`config.mk`:
```
export PLATFORM = sky130hd
export DESIGN_NAME = serial_word_tx_flat
export DESIGN_NICKNAME = d
export VERILOG_FILES = /design/src/rtl/serial_word_tx_if.sv /design/src/rtl/serial_word_tx.sv /design/src/flat_wrapper.sv
export SDC_FILE = /design/constraint.sdc
export NUM_CORES = 1
export LEC_CHECK = 0
export BUFFER_PORTS_ARGS = -buffer_cell sky130_fd_sc_hd__buf_2
export CAP_MARGIN = 40
export CELL_PAD_IN_SITES_DETAIL_PLACEMENT = 1
export CELL_PAD_IN_SITES_GLOBAL_PLACEMENT = 1
export CORE_MARGIN = 3
export CORE_UTILIZATION = 35
export DETAILED_ROUTE_END_ITERATION = 6
export PLACE_DENSITY_LB_ADDON = 0.1
export SYNTH_ARGS = -nofsm -noshare
export SYNTH_HDL_FRONTEND = slang
export SYNTH_SLANG_ARGS = --single-unit
```
`constraint.sdc`:
```
create_clock -name clk -period 1.78 [get_ports clk]
set_clock_uncertainty 0.1 [all_clocks]
set_input_delay 0.356 -clock clk [delete_from_list [all_inputs] [get_ports clk]]
set_output_delay 0.356 -clock clk [all_outputs]
set_load 0.02 [all_outputs]
```
`src/rtl/serial_word_tx_if.sv`:
```
// serial_word_tx_if: word handshake and serial link bundle for serial_word_tx
interface serial_word_tx_if #(
  parameter int WIDTH = 3,
  parameter int CNT_W = 8
);
  logic             in_valid;
  logic             in_ready;
  logic [WIDTH-1:0] in_data;
  logic             tx_bit;
  logic             tx_frame;
  logic             tx_last;
  logic [CNT_W-1:0] frames_sent;
  modport master (
    output in_valid, in_data,
    input  in_ready, tx_bit, tx_frame, tx_last, frames_sent
  );
  modport slave (
    input  in_valid, in_data,
    output in_ready, tx_bit, tx_frame, tx_last, frames_sent
  );
endinterface

```
`src/rtl/serial_word_tx.sv`:
```
// serial_word_tx: LSB-first parallel-to-serial word transmitter with frame/last markers.
// Optional SERIAL_WORD_TX_PARITY_EN appends an even-parity bit as the final frame bit.
module serial_word_tx #(
  parameter int WIDTH = 3,
  parameter int CNT_W = 8
) (
  input logic            clk,
  input logic            rst_n,
  serial_word_tx_if.slave bus
);
`ifdef SERIAL_WORD_TX_PARITY_EN
  localparam int PB = 1;
`else
  localparam int PB = 0;
`endif
  localparam int BW = $clog2(WIDTH + 2);
  localparam logic [BW-1:0] LAST = BW'(WIDTH - 1 + PB);
  typedef enum logic [1:0] {IDLE, SHIFT, GAP} state_t;
  state_t           r_state;
  logic [WIDTH-1:0] r_sreg;
  logic [BW-1:0]    r_cnt;
  logic             r_bit;
  logic             r_frame;
  logic             r_last;
  logic [CNT_W-1:0] r_sent;
  logic             w_accept;
  logic             w_end;
  logic             w_bit;
`ifdef SERIAL_WORD_TX_PARITY_EN
  logic             r_par;
  assign w_bit = (r_cnt == BW'(WIDTH)) ? r_par : r_sreg[0];
`else
  assign w_bit = r_sreg[0];
`endif
  assign w_accept = bus.in_valid && (r_state == IDLE);
  assign w_end    = r_cnt == LAST;
  assign bus.in_ready    = r_state == IDLE;
  assign bus.tx_bit      = r_bit & r_frame;
  assign bus.tx_frame    = r_frame;
  assign bus.tx_last     = r_last;
  assign bus.frames_sent = r_sent;
`ifdef SERIAL_WORD_TX_PARITY_EN
  // parity of the accepted word, captured alongside the shift register load
  always_ff @(posedge clk or negedge rst_n)
    if (!rst_n) r_par <= 1'b0;
    else if (w_accept) r_par <= ^bus.in_data;
`endif
  // frame sequencer: load on accept, shift one bit per edge, one idle gap cycle, then count the frame
  always_ff @(posedge clk or negedge rst_n) begin
    if (!rst_n) begin
      r_state <= IDLE;
      r_sreg  <= '0;
      r_cnt   <= '0;
      r_bit   <= 1'b0;
      r_frame <= 1'b0;
      r_last  <= 1'b0;
      r_sent  <= '0;
    end else begin
      case (r_state)
        IDLE: begin
          r_bit   <= 1'b0;
          r_frame <= 1'b0;
          r_last  <= 1'b0;
          if (w_accept) begin
            r_sreg  <= bus.in_data;
            r_cnt   <= '0;
            r_state <= SHIFT;
          end
        end
        SHIFT: begin
          r_bit   <= w_bit;
          r_frame <= 1'b1;
          r_last  <= w_end;
          r_sreg  <= r_sreg >> 1;
          r_cnt   <= r_cnt + 1'b1;
          if (w_end) r_state <= GAP;
        end
        GAP: begin
          r_bit   <= 1'b0;
          r_frame <= 1'b0;
          r_last  <= 1'b0;
          r_sent  <= r_sent + 1'b1;
          r_state <= IDLE;
        end
        default: r_state <= IDLE;
      endcase
    end
  end
endmodule

```
`src/flat_wrapper.sv`:
```
// flat-port wrapper written by rule: the top's interface ports become plain ports
module serial_word_tx_flat 
#(
  parameter int WIDTH = 3,
  parameter int CNT_W = 8
)
  (clk, rst_n, bus_in_valid, bus_in_data, bus_in_ready, bus_tx_bit, bus_tx_frame, bus_tx_last, bus_frames_sent);
  serial_word_tx_if #(.WIDTH(WIDTH), .CNT_W(CNT_W)) bus_i ();
  input logic clk;
  input logic rst_n;
  input wire logic [$bits(bus_i.in_valid)-1:0] bus_in_valid;
  input wire logic [$bits(bus_i.in_data)-1:0] bus_in_data;
  output wire logic [$bits(bus_i.in_ready)-1:0] bus_in_ready;
  output wire logic [$bits(bus_i.tx_bit)-1:0] bus_tx_bit;
  output wire logic [$bits(bus_i.tx_frame)-1:0] bus_tx_frame;
  output wire logic [$bits(bus_i.tx_last)-1:0] bus_tx_last;
  output wire logic [$bits(bus_i.frames_sent)-1:0] bus_frames_sent;
  assign bus_i.in_valid = bus_in_valid;
  assign bus_i.in_data = bus_in_data;
  assign bus_in_ready = bus_i.in_ready;
  assign bus_tx_bit = bus_i.tx_bit;
  assign bus_tx_frame = bus_i.tx_frame;
  assign bus_tx_last = bus_i.tx_last;
  assign bus_frames_sent = bus_i.frames_sent;
  serial_word_tx #(.WIDTH(WIDTH), .CNT_W(CNT_W)) u_core (.clk(clk), .rst_n(rst_n), .bus(bus_i));
endmodule
```
==> impl_metrics.ini <==
[drt]
postRouteAntennaNets = 0
routedWlPerCell_um = 13.28
vias = 600
routed_wl_um = 1593
drtPass1Iterations = 2
drtIter0Drc = 10
drc = 0
vias_per_cell = 5.000

[critical_path]
crit_chain = nor2_1, buf_2
reg2reg_slack_ns = 0.30
reg2reg_depth = 3
r2r-end = u_core.bus.frames_sent[7]$_DFFE_PN0P_
critPathArrivalTime_ns = 1.04
slowest_stage = dfrtp_1
max_stage_delay_ns = 0.47
worstSetupStartpointType = register
cp_max_fo = 8
required_ns = 1.32
worstSetupEndpointType = output pin
worst_path_dominant_cell_family = flip-flops
r2r_start = u_core.r_state[0]$_DFFE_PN0P_
crit_buf_inv = 1
criticalPathCategory = reg2out

[global_route]
antenna_found_initial = 0
grt_start_max_net_pins = 20
grt_pass1_wl_um = 2829
grt_overflow_total = 0
grt.total_usage_pct = 13.51
grt_pass1_vias = 637

[floorplan]
die_width_um = 54.61
fp.dieH_um = 54.61
io_pins = 18
initial_core_util_pct = 39.35
die_area_um2 = 2982
core_um2 = 2102
std_cell_rows = 16

[final_layout]
syn_to_final_growth_pct = 19.52
n_fill_cell = 242
diodes = 0
layout_common_cells = 19 x dfrtp_1, 17 x buf_2, 6 x nand2_1
final_util_pct = 47.02
drive_gt1_share_pct = 27.96
regArea_um2 = 475.5
num-nets-final = 103
multi_input_area_um2 = 326.6
layout_commonest_cell = dfrtp_1

[place]
hpwl_um = 1226
routabilityCongestion = 0.6712
numPortBuffers = 17
post-place-ws_ns = 0.2955

[timing]
maxSlewViolCount = 0
min_period_ns = 1.496
fin_crit_sh_pct = 84.06
setup_viol = 0
fin_tns_setup_ns = 0
layout_setup_ws_ns = 0.2838
relSlewSlack_pct = 65.96
hold_viol = 0
fmaxAchievable_ghz = 0.6684
worst_slew_pin_slew_ns = 0.5095
holdWs_ns = 0.2207
rsz0062_at_grt = false

[synthesis]
syn_nets = 80
yosysWarnings = 0
ys_seq_area_share_pct = 57.49
ys_ff_latch = 19
synthCells = 71
syn-cell-area_um2 = 827.0
postSynthAreaPerCell_um2 = 11.65
synth.distinct_cells = 27

[run_status]
status = finished clean

[clock_network]
clockRootBuffer = clkbuf_4
cts_setup_buffers = 0
cts_tree = built
cts_buffers = 3
cts_sinks = 19
clk_pin_slew_ns = 0.10
clock_latency_ns = 0.29
clockBufferDepth = 2
htreeDepth = 1

[power_and_ir_drop]
fin_total_pwr_uw = 1433
pwr-share-clk_pct = 14.9
combPwrFrac_pct = 36.6
seqPwrFrac_pct = 48.5
p_switching_uw = 554.1
swShare_pct = 38.65
powerDensity_nw_per_um2 = 1450
max-vdd-ir-drop_v = 0.0006104
intPower_uw = 879.4
leakage_uw = 0.0004838

[worst_hold_path]
holdPathEnd = u_core.r_sreg[2]$_DFFE_PN0P_
hold_path.class = in2reg
whs_path_depth = 2
min_from = bus_in_data[2]

[job]
maxCapViolations = 0
[cells in the mapped netlist]
cell type / n / area [um^2]
nor3b_1: 1 / 7.510
nand2b_1: 1 / 6.260
a22o_1: 1 / 8.760
and4b_1: 1 / 10.01
xnor2_1: 5 / 43.79
dfrtp_1: 19 / 475.5
xor2_1: 2 / 17.52
nand4_1: 2 / 12.51
o21bai_1: 1 / 7.510
inv_1: 4 / 15.01
mux2i_1: 1 / 10.01
a31o_2: 1 / 8.760
a31oi_1: 1 / 6.260
or3b_2: 1 / 8.760
buf_2: 2 / 10.01
mux2_2: 1 / 11.26
or3b_1: 1 / 8.760
nand2_1: 6 / 22.52
o21a_1: 1 / 7.510
nor2_1: 4 / 15.01
and2_1: 1 / 6.260
ha_1: 3 / 37.54
a32o_1: 1 / 10.01
o21ai_0: 5 / 25.02
nand3b_1: 1 / 7.510
a22oi_1: 2 / 15.01
nor2b_1: 2 / 12.51
[layer usage]
metal	track usage (%)	up-vias	part of all wire, %
met5	0	-	0
met2	23.82	14	50
met4	4.979	0	1.1
met3	4.087	2	4.8
li1	-	289	-
met1	15.08	295	44
[power groups by stage]
stage	clock network [uW]	registers, uW	logic [uW]
floorplan	0	720	321
finish	214	695	525
global placement	0	696	528
global route	254	722	603
detailed placement	0	704	537
CTS	226	697	540
[metrics by stage]
step           area, um^2  cells
4_1_cts             988.4    120
2_1_floorplan       827.0     71
6_report            988.4    120
5_1_grt             988.4    120
3_5_place_dp        950.9    115
3_3_place_gp        950.9    115
[area by class of cell]
cell class / instances / area share (%)
well taps: 27 / 3.418
clock buffers: 3 / 2.278
multi-input cells: 46 / 33.04
flip-flops and latches: 19 / 48.10
repair buffers: 20 / 11.14
clock inverters: 1 / 0.5063
inverters: 4 / 1.519
[worst max path at each step]
stage	slack [ns]	end	startpoint	cells past startpoint
finish	0.28	bus_in_ready	u_core.r_state[0]$_DFFE_PN0P_	2
global route	0.18	bus_in_ready	u_core.r_state[0]$_DFFE_PN0P_	2
CTS	0.26	bus_in_ready	u_core.r_state[0]$_DFFE_PN0P_	2
detailed placement	0.30	u_core.bus.frames_sent[7]$_DFFE_PN0P_	u_core.r_state[0]$_DFFE_PN0P_	3
global placement	0.33	u_core.bus.frames_sent[7]$_DFFE_PN0P_	u_core.r_state[0]$_DFFE_PN0P_	3
floorplan	0.35	u_core.bus.frames_sent[7]$_DFFE_PN0P_	u_core.bus.frames_sent[0]$_DFFE_PN0P_	3
[state kept, by name, summed over array words and instances, names as in the netlist]
name / flops
u_core.r_bit: 1
u_core.r_cnt: 3
u_core.r_state: 2
u_core.bus.tx_last: 1
u_core.r_sreg: 3
u_core.bus.frames_sent: 8
u_core.bus.tx_frame: 1
[cells by family (layout without fill, tap and decap cells)]
kind of cell / after synthesis / after routing / share of synthesized area (%)
muxes: 2 / 2 / 2.572
xor gates and xnor gates: 7 / 7 / 7.413
and+or+nand+nor: 21 / 21 / 14.22
AOI/OAI and AO/OA: 13 / 13 / 10.74
DFF: 19 / 19 / 57.49
buffers and inverters: 6 / 28 / 3.025
adders and majority gates: 3 / 3 / 4.539
[timing repair]
item,in CTS,in global routing
gates resized for setup,0,0
hold buffers,1,0
setup endpoints to repair,0,0
endpoints found under the hold margin,19,0
No activity file was read; power rests on OpenSTA's default activity.
